## src/rtl/vga_str_pkg.sv

```systemverilog
// Shared definitions for the VGA_SCA_RGB pixel stream: field positions,
// 640x480@60 timing defaults and the test-pattern selector.
package vga_str_pkg;

    localparam int STR_W   = 26;
    localparam int CNT_W   = 10;

    localparam int R_BIT   = 25;
    localparam int G_BIT   = 24;
    localparam int B_BIT   = 23;
    localparam int XC_HI   = 22;
    localparam int XC_LO   = 13;
    localparam int YC_HI   = 12;
    localparam int YC_LO   = 3;
    localparam int HS_BIT  = 2;
    localparam int VS_BIT  = 1;
    localparam int ACT_BIT = 0;

    localparam int   DEF_H_ACTIVE = 640;
    localparam int   DEF_H_FP     = 16;
    localparam int   DEF_H_SYNC   = 96;
    localparam int   DEF_H_BP     = 48;
    localparam int   DEF_V_ACTIVE = 480;
    localparam int   DEF_V_FP     = 10;
    localparam int   DEF_V_SYNC   = 2;
    localparam int   DEF_V_BP     = 33;
    localparam logic DEF_SYNC_POL = 1'b0;

    typedef enum logic [1:0] {
        PAT_BLACK  = 2'd0,
        PAT_BARS   = 2'd1,
        PAT_CHECK  = 2'd2,
        PAT_BORDER = 2'd3
    } pat_e;

    function automatic logic [STR_W-1:0] pack_stream(
        input logic [2:0]       rgb,
        input logic [CNT_W-1:0] x,
        input logic [CNT_W-1:0] y,
        input logic             hs,
        input logic             vs,
        input logic             act
    );
        logic [STR_W-1:0] s;
        s                = '0;
        s[R_BIT]         = rgb[2];
        s[G_BIT]         = rgb[1];
        s[B_BIT]         = rgb[0];
        s[XC_HI:XC_LO]   = x;
        s[YC_HI:YC_LO]   = y;
        s[HS_BIT]        = hs;
        s[VS_BIT]        = vs;
        s[ACT_BIT]       = act;
        return s;
    endfunction

endpackage

```

## src/rtl/vga_timing_cnt.sv

```systemverilog
// Horizontal/vertical pixel counters with wrap, plus combinational decode of
// sync, active-video and frame-origin for the current counter position.
module vga_timing_cnt
    import vga_str_pkg::*;
#(
    parameter int   H_ACTIVE = DEF_H_ACTIVE,
    parameter int   H_FP     = DEF_H_FP,
    parameter int   H_SYNC   = DEF_H_SYNC,
    parameter int   H_BP     = DEF_H_BP,
    parameter int   V_ACTIVE = DEF_V_ACTIVE,
    parameter int   V_FP     = DEF_V_FP,
    parameter int   V_SYNC   = DEF_V_SYNC,
    parameter int   V_BP     = DEF_V_BP,
    parameter logic SYNC_POL = DEF_SYNC_POL
) (
    input  logic             clk,
    input  logic             reset_n,
    input  logic             pix_ce,
    output logic [CNT_W-1:0] hcnt,
    output logic [CNT_W-1:0] vcnt,
    output logic             hsync,
    output logic             vsync,
    output logic             active,
    output logic             frame_origin
);

    localparam int H_TOT = H_ACTIVE + H_FP + H_SYNC + H_BP;
    localparam int V_TOT = V_ACTIVE + V_FP + V_SYNC + V_BP;

    localparam logic [CNT_W-1:0] H_LAST   = CNT_W'(H_TOT - 1);
    localparam logic [CNT_W-1:0] V_LAST   = CNT_W'(V_TOT - 1);
    localparam logic [CNT_W-1:0] H_ACT    = CNT_W'(H_ACTIVE);
    localparam logic [CNT_W-1:0] V_ACT    = CNT_W'(V_ACTIVE);
    localparam logic [CNT_W-1:0] HS_START = CNT_W'(H_ACTIVE + H_FP);
    localparam logic [CNT_W-1:0] HS_END   = CNT_W'(H_ACTIVE + H_FP + H_SYNC);
    localparam logic [CNT_W-1:0] VS_START = CNT_W'(V_ACTIVE + V_FP);
    localparam logic [CNT_W-1:0] VS_END   = CNT_W'(V_ACTIVE + V_FP + V_SYNC);

    logic [CNT_W-1:0] hcnt_reg;
    logic [CNT_W-1:0] vcnt_reg;
    logic             h_wrap;
    logic             v_wrap;

    assign h_wrap = (hcnt_reg == H_LAST);
    assign v_wrap = (vcnt_reg == V_LAST);

    always_ff @(posedge clk or negedge reset_n) begin
        if (!reset_n) begin
            hcnt_reg <= '0;
            vcnt_reg <= '0;
        end else if (pix_ce) begin
            if (h_wrap) begin
                hcnt_reg <= '0;
                vcnt_reg <= v_wrap ? '0 : vcnt_reg + CNT_W'(1);
            end else begin
                hcnt_reg <= hcnt_reg + CNT_W'(1);
            end
        end
    end

    assign hcnt         = hcnt_reg;
    assign vcnt         = vcnt_reg;
    assign active       = (hcnt_reg < H_ACT) && (vcnt_reg < V_ACT);
    // vsync depends on vcnt only, so it switches together with the line wrap
    assign hsync        = ((hcnt_reg >= HS_START) && (hcnt_reg < HS_END)) ? SYNC_POL : ~SYNC_POL;
    assign vsync        = ((vcnt_reg >= VS_START) && (vcnt_reg < VS_END)) ? SYNC_POL : ~SYNC_POL;
    assign frame_origin = (hcnt_reg == '0) && (vcnt_reg == '0);

endmodule

```

## src/rtl/pxs_str_gen.sv

```systemverilog
// Pixel-stream source: VGA timing, frame-latched test pattern and the
// registered 26-bit VGA_SCA_RGB stream with line/frame start pulses.
module pxs_str_gen
    import vga_str_pkg::*;
#(
    parameter int   H_ACTIVE = DEF_H_ACTIVE,
    parameter int   H_FP     = DEF_H_FP,
    parameter int   H_SYNC   = DEF_H_SYNC,
    parameter int   H_BP     = DEF_H_BP,
    parameter int   V_ACTIVE = DEF_V_ACTIVE,
    parameter int   V_FP     = DEF_V_FP,
    parameter int   V_SYNC   = DEF_V_SYNC,
    parameter int   V_BP     = DEF_V_BP,
    parameter logic SYNC_POL = DEF_SYNC_POL
) (
    input  logic             clk,
    input  logic             reset_n,
    input  logic             pix_ce,
    input  logic [1:0]       pattern_sel,
    output logic [STR_W-1:0] VGA_SCA_RGB_Str_o,
    output logic             frame_start,
    output logic             line_start
);

    localparam int BAR_W = H_ACTIVE / 8;

    localparam logic [CNT_W-1:0] X_LAST_ACT = CNT_W'(H_ACTIVE - 1);
    localparam logic [CNT_W-1:0] Y_LAST_ACT = CNT_W'(V_ACTIVE - 1);
    localparam logic [STR_W-1:0] STR_RESET  =
        pack_stream(3'b000, '0, '0, ~SYNC_POL, ~SYNC_POL, 1'b0);

    logic [CNT_W-1:0] hcnt;
    logic [CNT_W-1:0] vcnt;
    logic             hsync;
    logic             vsync;
    logic             active;
    logic             frame_origin;

    vga_timing_cnt #(
        .H_ACTIVE (H_ACTIVE),
        .H_FP     (H_FP),
        .H_SYNC   (H_SYNC),
        .H_BP     (H_BP),
        .V_ACTIVE (V_ACTIVE),
        .V_FP     (V_FP),
        .V_SYNC   (V_SYNC),
        .V_BP     (V_BP),
        .SYNC_POL (SYNC_POL)
    ) u_timing (
        .clk          (clk),
        .reset_n      (reset_n),
        .pix_ce       (pix_ce),
        .hcnt         (hcnt),
        .vcnt         (vcnt),
        .hsync        (hsync),
        .vsync        (vsync),
        .active       (active),
        .frame_origin (frame_origin)
    );

    pat_e             pat_reg;
    pat_e             pat_eff;
    logic [7:1]       bar_ge;
    logic [2:0]       bar_idx;
    logic             border;
    logic [2:0]       rgb_next;
    logic [STR_W-1:0] str_reg;
    logic [STR_W-1:0] str_next;
    logic             frame_start_reg;
    logic             line_start_reg;

    // The origin pixel already uses the newly selected pattern; the rest of
    // the frame uses the latched copy so a mid-frame change cannot tear it.
    assign pat_eff = frame_origin ? pat_e'(pattern_sel) : pat_reg;

    generate
        for (genvar gi = 1; gi < 8; gi++) begin : g_bar
            assign bar_ge[gi] = (hcnt >= CNT_W'(gi * BAR_W));
        end
    endgenerate

    always_comb begin
        bar_idx = 3'd0;
        for (int i = 1; i < 8; i++) begin
            if (bar_ge[i]) begin
                bar_idx = 3'(i);
            end
        end
    end

    assign border = (hcnt == '0) || (hcnt == X_LAST_ACT) ||
                    (vcnt == '0) || (vcnt == Y_LAST_ACT);

    always_comb begin
        rgb_next = 3'b000;
        if (active) begin
            case (pat_eff)
                PAT_BLACK:  rgb_next = 3'b000;
                PAT_BARS:   rgb_next = bar_idx;
                PAT_CHECK:  rgb_next = {3{hcnt[5] ^ vcnt[5]}};
                PAT_BORDER: rgb_next = {3{border}};
                default:    rgb_next = 3'b000;
            endcase
        end
    end

    assign str_next = pack_stream(rgb_next, hcnt, vcnt, hsync, vsync, active);

    always_ff @(posedge clk or negedge reset_n) begin
        if (!reset_n) begin
            str_reg         <= STR_RESET;
            pat_reg         <= PAT_BLACK;
            frame_start_reg <= 1'b0;
            line_start_reg  <= 1'b0;
        end else if (pix_ce) begin
            str_reg         <= str_next;
            frame_start_reg <= frame_origin;
            line_start_reg  <= (hcnt == '0);
            if (frame_origin) begin
                pat_reg <= pat_eff;
            end
        end else begin
            frame_start_reg <= 1'b0;
            line_start_reg  <= 1'b0;
        end
    end

    assign VGA_SCA_RGB_Str_o = str_reg;
    assign frame_start       = frame_start_reg;
    assign line_start        = line_start_reg;

endmodule

```

## config.mk

```make
export PLATFORM = sky130hd
export DESIGN_NAME = pxs_str_gen
export DESIGN_NICKNAME = d
export VERILOG_FILES = /design/src/rtl/vga_str_pkg.sv /design/src/rtl/vga_timing_cnt.sv /design/src/rtl/pxs_str_gen.sv
export SDC_FILE = /design/constraint.sdc
export NUM_CORES = 1
export LEC_CHECK = 0
export BUFFER_PORTS_ARGS = -buffer_cell sky130_fd_sc_hd__buf_2
export CAP_MARGIN = 0
export CORE_MARGIN = 1.5
export CORE_UTILIZATION = 35
export DETAILED_ROUTE_END_ITERATION = 7
export PLACE_DENSITY = 0.63
export SYNTH_ARGS = -nofsm -noshare
export SYNTH_HDL_FRONTEND = slang
export SYNTH_SLANG_ARGS = --single-unit
```

## constraint.sdc

```tcl
create_clock -name clk -period 4.05 [get_ports clk]
set_input_delay 0.405 -clock clk [delete_from_list [all_inputs] [get_ports clk]]
set_output_delay 0.405 -clock clk [all_outputs]
set_load 0.02 [all_outputs]
```

==> out/results.tsv <==
metric	value	unit
outcome	complete, no violations	
register area share after synthesis	0.498	
CTS max path bufs	2	
Final Hold Vio Count	0	
Mapped Nets	250	
r2r startpoint	u_timing.hcnt[6]	
drt pass-1 iters	4	
CTS tree	built	
synthesized area	2520	µm²
postcts setup bufs	0	
Leak	1.29	nW
DIE AREA	7710	µm²
die height	87.8	µm
Setup crit start	u_timing.hcnt[6]	
Starting Density	0.366	
GRT Total Usage	0.147	
clock sinks	50	
share of post-route cells with drive strength above 1	0.262	
port buffer count	32	
Detailed Place HPWL	3.51	mm
CTS root buffer	clkbuf_8	
r2r endpoint	u_timing.vcnt[6]	
Crit path max-delay family	simple AND/OR/NAND/NOR gates	
slowest stage delay, CP	0.58	ns
Clk pwr share	0.246	
Synth area leaders	dfrtp_1 48%, mux2_2 10%, nor2_1 3.0%, o21ai_0 3.0%, xor2_1 2.4%	
CTS Hold Buffers Added	0	
post-CTS sizing	0	
Min-Delay Path Class	in -> async	
synthesized flop and latch total	50	
placed inst area	2740	µm²
Final Setup Violations	0	
Min Clock Period, post-route	2.17	ns
worst-margin pin slew	0.629	ns
row cnt	30	
post-route cell area	2820	µm²
combinational fraction of design power	0.209	
fin cells	363	
wirelength, routed	5.09	mm
Inserted Diodes	0	
area delta synth->final	12.1	%
slowest library cell on the worst path	nor4_4	
cell breakdown of the critical path	or2_4 > nor4_4 > nand4_1 > nor2_1 > xor2_1	
Metal-1 WL	2.45	mm
number of CTS-inserted buffers	5	
First DRT Iteration DRCs	143	
clk_skew	0.00642	ns
metal3 WL	159	µm
die width	87.8	µm
WL/cell	14.0	µm
I/O pin count	33	
post-route DRC violation count	0	
syn_area_per_cell	10.4	µm²
Synth top cells by count	48 x dfrtp_1, 23 x mux2_2, 20 x nor2_1, 16 x nand2_1, 15 x o21ai_0	
Unique masters post-synth	45	
Yosys warning total	0	
leading cell type by number of instances after synthesis	dfrtp_1	
share of power burned in registers	0.545	
fin nets	275	
max_slew headroom	0.580	
number of fill cells	673	
grt total ovfl	0	
Reg clk slew, reported paths	0.09	ns
Sw Pwr	0.367	mW
max-slew violations	0	
register-to-register setup slack	1.88	ns
vias in the first global route	1777	
Core ar.	6870	µm²
gpl congestion	0.764	
setup tns final	0	ns
cell count after placement	355	
CTS H-tree depth	2	
global-route wire length before repair	8.96	mm
fin util	0.411	
max reg flops	26	
initial antenna violation count	0	
Top Layer Used	met4	
Crit path required time	4.26	ns
R2R cell count	5	
Detail Route Antenna Nets	0	
Post-synth top flop	dfrtp_1	
Max Freq	461	MHz
worst vdd ir	0.161	mV
sw frac	0.320	
RSZ-0062 raised after global routing	no	
met2 wire length	2.42	mm
post-synth top area share	0.477	
largest net degree at the start of global routing	51	
# Max-Cap Violations	0	
Power Dens Cells	406	nW/µm²
async set-reset flop share out of synthesis	1.00	
Power, Total	1.15	mW
cell accounting for the most synthesized area	dfrtp_1	
Post-synth EDFFs	0	
Mapped Cells	241	
CP Max Fanout	13	
buffer and inverter count on the worst path	0	
worst endpoint data arrival time	2.38	ns
clk_lat worst skew	0.30	ns
CP startpoint kind	flip-flop	
P_int	0.779	mW
Final Cycle Share	0.536	
CP Class	reg -> reg	
Vias/cell	5.08	
Crit. End Element	flip-flop	
DR vias	1843	
-- layout by cell type (no fill, tap or decap), types with 2 or more instances in the layout --
master     n
nand3b_1   2
dfstp_2    2
nand3_1    9
nor2_1    20
mux2_2    23
a31oi_1    2
o22ai_1    4
ha_1       4
o21ai_0   15
xor2_1     7
nand4_1    6
nor4_1     3
buf_4      2
nor3_1     6
nor2b_1    5
clkbuf_1   3
and3_1     4
clkbuf_8   5
a21o_1     2
nand2b_1   3
dfrtp_1   48
o22a_1     2
nand4b_1   4
a21oi_1    7
inv_1      8
xnor2_1    6
nand2_1   16
buf_2     32
-- how the worst max path moves through the flow --
stage                            endpoint  slack [ns]  cells past startpoint
detailed placement       u_timing.vcnt[8]        1.92                      5
floorplan           VGA_SCA_RGB_Str_o[23]        2.26                      8
finish                   u_timing.vcnt[6]        1.88                      5
global placement         u_timing.vcnt[9]        1.96                      6
CTS                      u_timing.vcnt[8]        1.89                      5
global route        VGA_SCA_RGB_Str_o[24]        1.56                      8
-- layout make-up --
type	count	area, µm²	area share
Sequential cell	50	1250	0.444
Timing Repair Buffer	34	175	0.0621
Multi-Input combinational cell	167	1160	0.412
Inverter	8	30.0	0.0106
Clock buffer	8	80.1	0.0284
Tap cell	96	120	0.0426
-- power by group through the flow --
stage / combinational [mW] / sequential (mW) / clock [mW]
finish: 0.240 / 0.625 / 0.282
global route: 0.269 / 0.639 / 0.307
CTS: 0.243 / 0.626 / 0.291
detailed placement: 0.243 / 0.636 / 0
global placement: 0.238 / 0.636 / 0
floorplan: 0.188 / 0.619 / 0
-- through the flow --
stage | worst slack [ns] | hold WS [ns]
floorplan | 2.26 | 0.109
global placement | 1.96 | 0.477
detailed placement | 1.92 | 0.477
CTS | 1.89 | 0.236
global route | 1.56 | 0.267
finish | 1.88 | 0.200
-- kinds of logic after synthesis --
| kind of cell | count (synthesis) | share of synthesized area |
|---|---|---|
| and+or+nand+nor | 90 | 0.204 |
| DFF | 50 | 0.498 |
| AOI/OAI and AO/OA | 37 | 0.0895 |
| buffers and inverters | 24 | 0.0403 |
| muxes | 23 | 0.103 |
| xor gates and xnor gates | 13 | 0.0452 |
| adders and majority gates | 4 | 0.0199 |
-- layer usage --
layer | track usage | vias to the layer above
met5 | 0 | -
met4 | 0.0476 | 0
met3 | 0.0254 | 7
li1 | - | 903
met2 | 0.232 | 26
met1 | 0.204 | 907
Note: power is estimated with default switching activity, not from simulation.
